==> src/rtl/cache_ctrl_pkg.sv <==
// Shared state encoding and parameter defaults for the cache controller.
package cache_ctrl_pkg;

  localparam int CNT_W_DEF   = 16;
  localparam int TIMEOUT_DEF = 64;

  typedef enum logic [2:0] {
    ST_IDLE    = 3'd0,
    ST_LOOKUP  = 3'd1,
    ST_RD_HIT  = 3'd2,
    ST_REFILL  = 3'd3,
    ST_FILL    = 3'd4,
    ST_WR_THRU = 3'd5,
    ST_WR_DONE = 3'd6,
    ST_ERR     = 3'd7
  } state_t;

  // Wait counter must hold TIMEOUT itself; never narrower than one bit.
  function automatic int wait_width(input int timeout);
    return (timeout < 1) ? 1 : $clog2(timeout + 1);
  endfunction

endpackage

==> src/rtl/cache_ctrl_sat_counter.sv <==
// Saturating up-counter with synchronous clear; clear beats increment.
module sat_counter #(
  parameter int W = 16
) (
  input  logic         clk,
  input  logic         rst,
  input  logic         inc,
  input  logic         clr,
  output logic [W-1:0] cnt
);

  always_ff @(posedge clk or posedge rst) begin
    if (rst) begin
      cnt <= '0;
    end else if (clr) begin
      cnt <= '0;
    end else if (inc && (cnt != {W{1'b1}})) begin
      cnt <= cnt + W'(1);
    end
  end

endmodule

==> src/rtl/cache_ctrl.sv <==
// Single-request cache controller: lookup, read refill, write-through with memory timeout.
// All outputs except the statistic counters are decoded from registered state only.
module cache_ctrl
  import cache_ctrl_pkg::*;
#(
  parameter int CNT_W   = CNT_W_DEF,
  parameter int TIMEOUT = TIMEOUT_DEF
) (
  input  logic             clk,
  input  logic             rst,
  input  logic             start,
  input  logic             wr,
  input  logic             hit,
  input  logic             mem_ack,
  input  logic             clr_stats,
  output logic             ready,
  output logic             error,
  output logic             busy,
  output logic             read_enable,
  output logic             write_enable,
  output logic             mem_rd_req,
  output logic             mem_wr_req,
  output logic [CNT_W-1:0] hit_cnt,
  output logic [CNT_W-1:0] miss_cnt
);

  localparam int WAIT_W = wait_width(TIMEOUT);
  localparam logic [WAIT_W-1:0] WAIT_LAST = WAIT_W'((TIMEOUT > 0) ? TIMEOUT - 1 : 0);

  state_t            state, state_next;
  logic              wr_q, hit_q;
  logic [WAIT_W-1:0] wait_cnt;
  logic              waiting, wait_last, timeout;

  assign waiting   = (state == ST_REFILL) || (state == ST_WR_THRU);
  // wait_cnt counts completed wait cycles, so the TIMEOUT-th cycle is the last one.
  assign wait_last = (TIMEOUT != 0) && (wait_cnt == WAIT_LAST);
  assign timeout   = wait_last && !mem_ack;

  always_ff @(posedge clk or posedge rst) begin
    if (rst) begin
      state    <= ST_IDLE;
      wr_q     <= 1'b0;
      hit_q    <= 1'b0;
      wait_cnt <= '0;
    end else begin
      state <= state_next;
      if ((state == ST_IDLE) && start) begin
        wr_q <= wr;
      end
      if (state == ST_LOOKUP) begin
        hit_q <= hit;
      end
      if (!waiting) begin
        wait_cnt <= '0;
      end else if (!wait_last && (TIMEOUT != 0)) begin
        wait_cnt <= wait_cnt + WAIT_W'(1);
      end
    end
  end

  always_comb begin
    state_next = state;
    case (state)
      ST_IDLE:    if (start) state_next = ST_LOOKUP;
      ST_LOOKUP: begin
        if (wr_q)     state_next = ST_WR_THRU;
        else if (hit) state_next = ST_RD_HIT;
        else          state_next = ST_REFILL;
      end
      ST_RD_HIT:  state_next = ST_IDLE;
      ST_REFILL: begin
        if (mem_ack)      state_next = ST_FILL;
        else if (timeout) state_next = ST_ERR;
      end
      ST_FILL:    state_next = ST_RD_HIT;
      ST_WR_THRU: begin
        if (mem_ack)      state_next = ST_WR_DONE;
        else if (timeout) state_next = ST_ERR;
      end
      ST_WR_DONE: state_next = ST_IDLE;
      ST_ERR:     state_next = ST_IDLE;
      default:    state_next = ST_IDLE;
    endcase
  end

  assign busy         = (state != ST_IDLE);
  assign ready        = (state == ST_RD_HIT) || (state == ST_WR_DONE) || (state == ST_ERR);
  assign error        = (state == ST_ERR);
  assign read_enable  = (state == ST_RD_HIT);
  // Write no-allocate: a write miss only goes to memory.
  assign write_enable = (state == ST_FILL) || ((state == ST_WR_DONE) && hit_q);
  assign mem_rd_req   = (state == ST_REFILL);
  assign mem_wr_req   = (state == ST_WR_THRU);

  sat_counter #(.W(CNT_W)) u_hit_cnt (
    .clk (clk),
    .rst (rst),
    .inc ((state == ST_LOOKUP) && hit),
    .clr (clr_stats),
    .cnt (hit_cnt)
  );

  sat_counter #(.W(CNT_W)) u_miss_cnt (
    .clk (clk),
    .rst (rst),
    .inc ((state == ST_LOOKUP) && !hit),
    .clr (clr_stats),
    .cnt (miss_cnt)
  );

endmodule

==> config.mk <==
export PLATFORM = sky130hd
export DESIGN_NAME = cache_ctrl
export DESIGN_NICKNAME = d
export VERILOG_FILES = /design/src/rtl/cache_ctrl_pkg.sv /design/src/rtl/cache_ctrl_sat_counter.sv /design/src/rtl/cache_ctrl.sv
export SDC_FILE = /design/constraint.sdc
export NUM_CORES = 1
export LEC_CHECK = 0
export BUFFER_PORTS_ARGS = -buffer_cell sky130_fd_sc_hd__buf_2
export CAP_MARGIN = 20
export CORE_ASPECT_RATIO = 0.75
export CORE_UTILIZATION = 35
export CTS_CLUSTER_SIZE = 28
export DETAILED_ROUTE_END_ITERATION = 10
export PLACE_DENSITY = 0.53
export SYNTH_ARGS = -nofsm -noshare
export SYNTH_HDL_FRONTEND = slang
export SYNTH_SLANG_ARGS = --single-unit
==> constraint.sdc <==
create_clock -name clk -period 2.4 [get_ports clk]
set_input_delay 0.24 -clock clk [delete_from_list [all_inputs] [get_ports clk]]
set_output_delay 0.24 -clock clk [all_outputs]
set_load 0.1 [all_outputs]
==> results of run 1 <==
critical path: stages, from the launching register on:
cell	delay, ns
sky130_fd_sc_hd__dfrtp_1	0.46
sky130_fd_sc_hd__buf_4	0.20
sky130_fd_sc_hd__nor2b_1	0.25
sky130_fd_sc_hd__and2_1	0.20
sky130_fd_sc_hd__buf_2	0.44
placed cells by master (no fill, tap or decap), types with 3 or more instances in the layout:
master	synthesis	routed
sky130_fd_sc_hd__or3_1	10	10
sky130_fd_sc_hd__a211oi_1	5	5
sky130_fd_sc_hd__nor4_1	8	8
sky130_fd_sc_hd__inv_1	9	8
sky130_fd_sc_hd__o31ai_1	7	7
sky130_fd_sc_hd__clkbuf_8	0	6
sky130_fd_sc_hd__o21ai_0	10	10
sky130_fd_sc_hd__nor3_1	5	5
sky130_fd_sc_hd__and2_1	4	4
sky130_fd_sc_hd__a21oi_1	21	21
sky130_fd_sc_hd__nor2_1	22	21
sky130_fd_sc_hd__dfrtp_1	44	42
sky130_fd_sc_hd__buf_4	0	4
sky130_fd_sc_hd__nand3_1	13	13
sky130_fd_sc_hd__nor2b_1	9	8
sky130_fd_sc_hd__and4_1	5	5
sky130_fd_sc_hd__a31oi_1	6	6
sky130_fd_sc_hd__or4_1	9	9
sky130_fd_sc_hd__ha_1	3	3
sky130_fd_sc_hd__nand4_1	8	8
sky130_fd_sc_hd__mux2_2	7	7
sky130_fd_sc_hd__nand2b_1	6	6
sky130_fd_sc_hd__buf_2	4	45
sky130_fd_sc_hd__nand2_1	21	21
sky130_fd_sc_hd__o41ai_1	4	4
sky130_fd_sc_hd__and3_1	6	6
flip-flops by register name, summed over array words and instances (netlist names):
name and flops:
u_hit_cnt.cnt 16, state 3, u_miss_cnt.cnt 16, hit_q 1, wait_cnt 7, wr_q 1
final timing paths:
check	slack, ns	end	from	cells after the start
min in group asynchronous	0.50	u_hit_cnt.cnt[7]	rst	3
min reg2reg	0.49	hit_q	hit_q	2
max	0.29	mem_rd_req	state[0]	4
max reg2reg	0.43	u_hit_cnt.cnt[9]	state[1]	4
max in group asynchronous	1.40	wait_cnt[0]	rst	4
min	0.17	wr_q	wr	2
kinds of logic after synthesis:
kind of cell             share of synthesized area (%)
AO/OA/AOI/OAI                                     15.1
XOR/XNOR                                          1.02
adder cells (fa/ha/maj)                           1.46
buffers and inverters                             3.75
flip-flops                                        42.8
multiplexers                                      3.85
AND/OR/NAND/NOR                                   32.0
metrics by stage:
| stage | setup WS, ns | cells | util (%) |
|---|---|---|---|
| after detailed placement | 0.430 | 418 | 41.9 |
| final | 0.293 | 427 | 43.4 |
| after CTS | 0.254 | 427 | 43.4 |
| after global placement | 0.478 | 418 | 41.9 |
| after global routing | 0.0573 | 427 | 43.4 |
| after floorplan | 0.0238 | 283 | - |
routing by layer:
layer  track usage [%]  wire (um)  up-vias
li1                  -          -     1150
met1              28.0       3420     1079
met2              21.3       2320       56
met3              3.39        302        8
met4              4.78         60        0
met5                 0          0        -
power by group:
part / leakage, nW / internal [mW] / switching [mW] / total, mW
sequential: 0.602 / 0.801 / 0.112 / 0.913
clock: 0.0510 / 0.230 / 0.260 / 0.490
combinational: 0.671 / 0.225 / 0.624 / 0.849
area by class of cell:
class	instances	area [um2]	share of cell area, %
Inverter	9	33.8	1.12
Timing Repair Buffer	51	285	9.44
Clock inverter	2	10.0	0.331
Clock buffer	6	82.6	2.73
Tap cell	98	123	4.06
Sequential cell	44	1100	36.5
Multi-Input combinational cell	217	1380	45.8
==> out/results.txt, run 1 <==
The initial antenna violation count was 0. The logs give 0.0104 ns for the final setup skew and 49 for the number of distinct standard cells referenced by the synthesized netlist. The largest total area in the synthesized netlist belongs to sky130_fd_sc_hd__dfrtp_1. The later pin in the worst-skew pair is clocked with a latency of 0.30 ns.

The worst hold path belongs to the class in -> reg. In the synthesized netlist, the number of instances is 283. The worst supply voltage drop on vdd was 497 uV; the average size of a mapped cell was 9.08 um2. The worst-margin pin slew was 0.746 ns; the count of hold buffers inserted by post-cts repair was 1. The worst setup path is of the reg -> out kind. The fraction of final layout cells sized beyond drive strength 1 was 23.7%; the post-CTS setup buffer count was 0. The ratio of routed vias to standard cells is 5.37. Dividing total power by cell area gives a power density of 746 mW/mm2.

The max capacitance violation total is 0. The count of antenna diodes in the layout was 0. In this run the tool buffered the top-level ports with 45 buffer cells.

For the post-detailed-route DRC marker count, the log shows 0. The layout net count is 338. The worst relative slew slack came out at 50.2%.

After the first detailed-routing iteration, the DRC count stood at 131. The remaining number of nets flagged by the antenna check after routing was 0; the clock sink total was 44. The run gives 1988 as the via count of the first global-routing pass.

The most used standard cell by instance count after synthesis is sky130_fd_sc_hd__dfrtp_1. Entering global routing, the biggest net connects 43 pins. Setup repair after global routing left no endpoint under its margin.

Total power: 2.25 mW. For this run, the top clock speed supported by timing is 0.475 GHz. The first global-routing pass estimated 10300 um of wire.

Summing the sequential cell areas from Yosys gives 42.8% of the chip area. The number of iterations in the first detailed-routing pass was 4; the net count after synthesis was 293. Dividing the detail-routed wire length by the instance count gives 14.3 um. After floorplanning, the core was sized to cover 0.00696 mm2.

The run finished with clean final reports. After synthesis the netlist holds a flip-flop and latch count of 44. The total CTS buffers is 5, and the share of the cycle needed by the critical path after routing is 87.8%. The final layout contains routed wiring with a total length of 6100 um.

By count the netlist is led by sky130_fd_sc_hd__dfrtp_1 (44), sky130_fd_sc_hd__nor2_1 (22), sky130_fd_sc_hd__a21oi_1 (21), sky130_fd_sc_hd__nand2_1 (21), sky130_fd_sc_hd__nand3_1 (13). Hold timing on the final database bottoms out at a slack of 0.165 ns. In this run, post-CTS repair resized a total of 0 instances. The final critical path time including I/O delays and setup is 2.11 ns, and the post-synthesis cell area is 0.00257 mm2. Setup violations remaining at the end of the flow were counted as 0. Counting along the longest clock path gives a buffer depth of 2.

The floorplan die width is 101 um. The cell area after layout came out at 0.00302 mm2. By area the synthesized netlist is led by sky130_fd_sc_hd__dfrtp_1 (43%), sky130_fd_sc_hd__a21oi_1 (4.1%), sky130_fd_sc_hd__nor2_1 (3.2%). The die covers 0.00769 mm2.

Routability-driven placement finished with a final weighted congestion of 0.789. The post-synthesis async set-or-reset flop share was 100%; the number of failing hold endpoints at the final stage was 0. The post-detailed-placement cell area was 0.00292 mm2; the clock slew at the register clock pins of the worst setup and hold paths was 0.09 ns.

The tools report the worst endpoint data arrival time as 1.87 ns. The floorplan has 26 rows. Once the floorplan was initialized, standard cells occupied 36.9% of the core. TritonCTS built the clock tree. Data on the critical path is required at its endpoint by 2.16 ns. For this run, the number of Yosys warnings is 0.

The HPWL after detailed placement is 4410 um. The run gives 725 as the number of inserted filler cells in the final layout. In the synthesized netlist the dominant register cell turns out to be sky130_fd_sc_hd__dfrtp_1. Global routing consumed, over all layers together, 16.9% of the routing resources.

Summed over all layers, the global routing overflow is 0. The floorplan step set the die height to 76.2 um. Maximum level of the CTS H-tree: 2. Count of pins over their slew limit: 0. The tools report the clock root buffer as sky130_fd_sc_hd__clkbuf_8. The worst setup path is captured at an output pin.

STA classifies the critical path startpoint as a register. The highest net fanout along the worst path was 9; the via total after detailed routing was 2293. In this run the biggest area consumer among cell types represents 42.8% of the synthesized area. Summed over all cells, the static leakage comes to 1.32 nW. The number of synthesized flops with an enable pin is 0, and the area growth from synthesis to final layout is 17.5%. The I/O pin count came out at 46. In the final timing run, aggregate negative setup slack is 0 ns.
No activity file was read; power rests on OpenSTA's default activity.
==> run 2, diff against run 1 <==
CORE_UTILIZATION = 56   (was 35)
PLACE_DENSITY = 0.79   (was 0.53)
==> run 2 against run 1 <==
Effect of this change:
- sequential cell count is the same
- clock skew shrank 0.0010 ns
- wire length decreased by 8.2%
- non-clock buffer count unchanged
- sequential share of layout area is 0.88 points higher
- count of clock-buffer cells in the layout down 1
- register-to-register slack lost 0.07 ns
- sequential power up 0.5%
- combinational power down 2%
- critical path type is now reg -> reg
==> out/results.txt, run 2 (synthesis results as in run 1) <==
The worst-margin pin slew is 0.714 ns (-0.0323 ns), and the total CTS buffers is 5 (unchanged). The power share of the combinational group is 37.7% (about the same), and the remaining number of nets flagged by the antenna check after routing is 0 (unchanged). The die extent in y is 60.7 um (-20%), and the average wire per standard cell is 14.6 um (+2.1%). The via total after detailed routing was 2336 (+1.9%); the final critical path time including I/O delays and setup was 2.04 ns (-0.0705 ns). CTS placed an instance of sky130_fd_sc_hd__clkbuf_8 at the clock tree root.

The clock slew at the register clock pins of the worst setup and hold paths is 0.09 ns (about the same). Port buffer count: 45 (unchanged). STA classifies the critical path startpoint as a register. The count of antenna diodes in the layout is 0 (unchanged), and the share of the cycle needed by the critical path after routing is 84.9% (-2.9 points).

The largest registers in the layout are u_hit_cnt.cnt (16), u_miss_cnt.cnt (16), wait_cnt (7). Setup repair after global routing left no endpoint under its margin. For the count of pins over their slew limit, the log shows 0 (unchanged). The run finished with clean final reports. The ratio of routed vias to standard cells was 6.08 (+13%).

The run gives 0.29 ns (about the same) as the clock latency reported for the late side of the worst-skew pair. The run gives 41.6% (+1.1 points) as the share of total power in sequential cells. Worst hold endpoint: wr_q. Fraction of power spent switching nets: 44.7% (+0.42 points). The logs give 2092 (+5.2%) for the via count of the first global-routing pass and 9660 um (-6.2%) for the first-pass GRT wire length. The worst setup path is captured at a register. The total power was 2.21 mW (-2.0%); the clock sink total was 44 (unchanged). The die footprint is 0.00487 mm2 (-37%), and the final setup skew is 0.00940 ns (-0.00101 ns).

For the placeable core area, the log shows 0.00423 mm2 (-39%). For the global route total overflow, the log shows 0 (unchanged). The worst endpoint data arrival time is 2.21 ns (+0.34 ns). End of the worst register-to-register path: u_miss_cnt.cnt[5]. The total negative slack for setup checks is 0 ns (unchanged), and the switching power is 986 uW (-1.0%).

The HPWL after detailed placement came out at 4070 um (-7.7%). The power density over cell area is 749 mW/mm2 (+0.41%), and the worst supply voltage drop on vdd is 960 uV (+93%). The logs give 0.181 ns (+0.0157 ns) for the worst hold slack and 164 (+25%) for the violation count after the first detailed-routing iteration.

The aggregate global-route resource usage was 25.6% (+8.7 points); the effective utilization at floorplan was 60.8% (+24 points). The library cell used most frequently in the layout, excluding fill and tap cells, is sky130_fd_sc_hd__buf_2. The fraction of final layout cells sized beyond drive strength 1 was 23.4% (-0.30 points); the worst reg2reg path depth was 4 (unchanged). The tools report the worst endpoint required time as 2.58 ns (+0.42 ns). For the total routed wirelength, the log shows 5600 um (-8.2%).

TritonCTS built the clock tree. The tools report the start point of the worst hold path as wr. The run gives 338 (unchanged) as the layout net count. The I/O pin count is 46 (unchanged), and the initial antenna violation count is 0 (unchanged). The worst relative slew slack was 52.4% (+2.2 points). The logs give 0 (unchanged) for the number of failing hold endpoints at the final stage and 2 (unchanged) for the maximum level of the CTS H-tree.

By startpoint and endpoint, the worst setup path is classified as reg -> reg. The worst min-delay path category was in -> reg. The area growth from synthesis to final layout is 14.8%. Number of inserted filler cells in the final layout: 327 (-55%). For the proportion of power drawn by the clock network, the log shows 20.8% (-1.0 points).

In the layout the commonest cells are sky130_fd_sc_hd__buf_2 (45), sky130_fd_sc_hd__dfrtp_1 (42), sky130_fd_sc_hd__nand2_1 (21), sky130_fd_sc_hd__nor2_1 (21), sky130_fd_sc_hd__a21oi_1 (21). Hold path depth: 2 (unchanged). For the post-detailed-route DRC marker count, the log shows 0 (unchanged). The final-report setup violation count was 0 (unchanged). The run gives 4 (unchanged) as the number of iterations in the first detailed-routing pass.

The run gives 43 (unchanged) as the pin count of the biggest net entering global routing. Startpoint of the most critical register-to-register path: state[1]. The weighted congestion reported at the end of routability-driven placement came out at 0.851 (+7.8%).

The logs give 0 (unchanged) for the post-CTS setup buffer count and 20 (-23%) for the site row count. The highest net fanout along the worst path was 18 (+9). The fmax came out at 0.491 GHz (+3.5%). The max capacitance violation total was 0 (unchanged); the maximum clock path buffer count was 2 (unchanged). The worst reg-to-reg setup slack was 0.36 ns (-0.07 ns); the floorplan die width was 80.2 um (-21%). The run gives 1.31 nW (-0.82%) as the leakage power of the design. The design internal power was 1.22 mW (-2.7%).
[run 2: cell types whose count changed in the layout (fill, tap and decap cells not counted)]
cell	change
sky130_fd_sc_hd__clkinv_1	+1
sky130_fd_sc_hd__inv_2	-1
sky130_fd_sc_hd__buf_4	+1
sky130_fd_sc_hd__clkinv_4	+1
sky130_fd_sc_hd__buf_12	-1
sky130_fd_sc_hd__clkbuf_8	-1
[run 2: final cells by class]
class	count	area (um2)	share of cell area (%)
Clock buffer	5	68.8	2.33
Clock inverter	3	18.8	0.636
Inverter	9	33.8	1.15
Multi-Input combinational cell	217	1380	46.9
Sequential cell	44	1100	37.4
Tap cell	55	68.8	2.33
Timing Repair Buffer	51	273	9.25
[run 2: worst max-delay path: stages (launching register included)]
cell	delay, ns
sky130_fd_sc_hd__dfrtp_1	0.58
sky130_fd_sc_hd__nor4b_4	0.50
sky130_fd_sc_hd__nand2_1	0.23
sky130_fd_sc_hd__nor3b_1	0.26
sky130_fd_sc_hd__mux2_2	0.36
[run 2: metal layers]
metal | track usage, % | wire (um)
met5 | 0 | 0
met4 | 4.85 | 18
met3 | 5.11 | 319
met2 | 38.9 | 2380
met1 | 38.5 | 2880
[run 2: worst max path at each step]
| stage | start | slack [ns] | end |
|---|---|---|---|
| 2_1_floorplan | u_miss_cnt.cnt[4] | 0.02 | u_miss_cnt.cnt[13] |
| 4_1_cts | state[1] | 0.38 | u_miss_cnt.cnt[5] |
| 5_1_grt | state[1] | 0.18 | u_miss_cnt.cnt[5] |
| 3_3_place_gp | state[1] | 0.44 | u_miss_cnt.cnt[13] |
| 3_5_place_dp | state[1] | 0.40 | u_miss_cnt.cnt[5] |
| 6_report | state[1] | 0.36 | u_miss_cnt.cnt[5] |
[run 2: timing repair]
action                    4_1_cts  5_1_grt
hold buffers                    1        0
hold endpoints to repair       10        0
gates resized for setup         0        0
[run 2: power by group through the flow]
stage	sequential, mW	combinational (mW)	clock (mW)
finish	0.918	0.831	0.458
global route	0.933	0.894	0.511
CTS	0.915	0.835	0.471
detailed placement	0.930	0.831	0
global placement	0.927	0.819	0
floorplan	0.939	0.699	0
[run 2: stage by stage]
stage	utilization [%]	cells	setup WS, ns	area (um2)
finish	69.7	384	0.363	2950
floorplan	-	283	0.0238	2580
global route	69.7	384	0.179	2950
detailed placement	67.4	375	0.401	2850
CTS	69.7	384	0.380	2950
global placement	67.4	375	0.439	2850
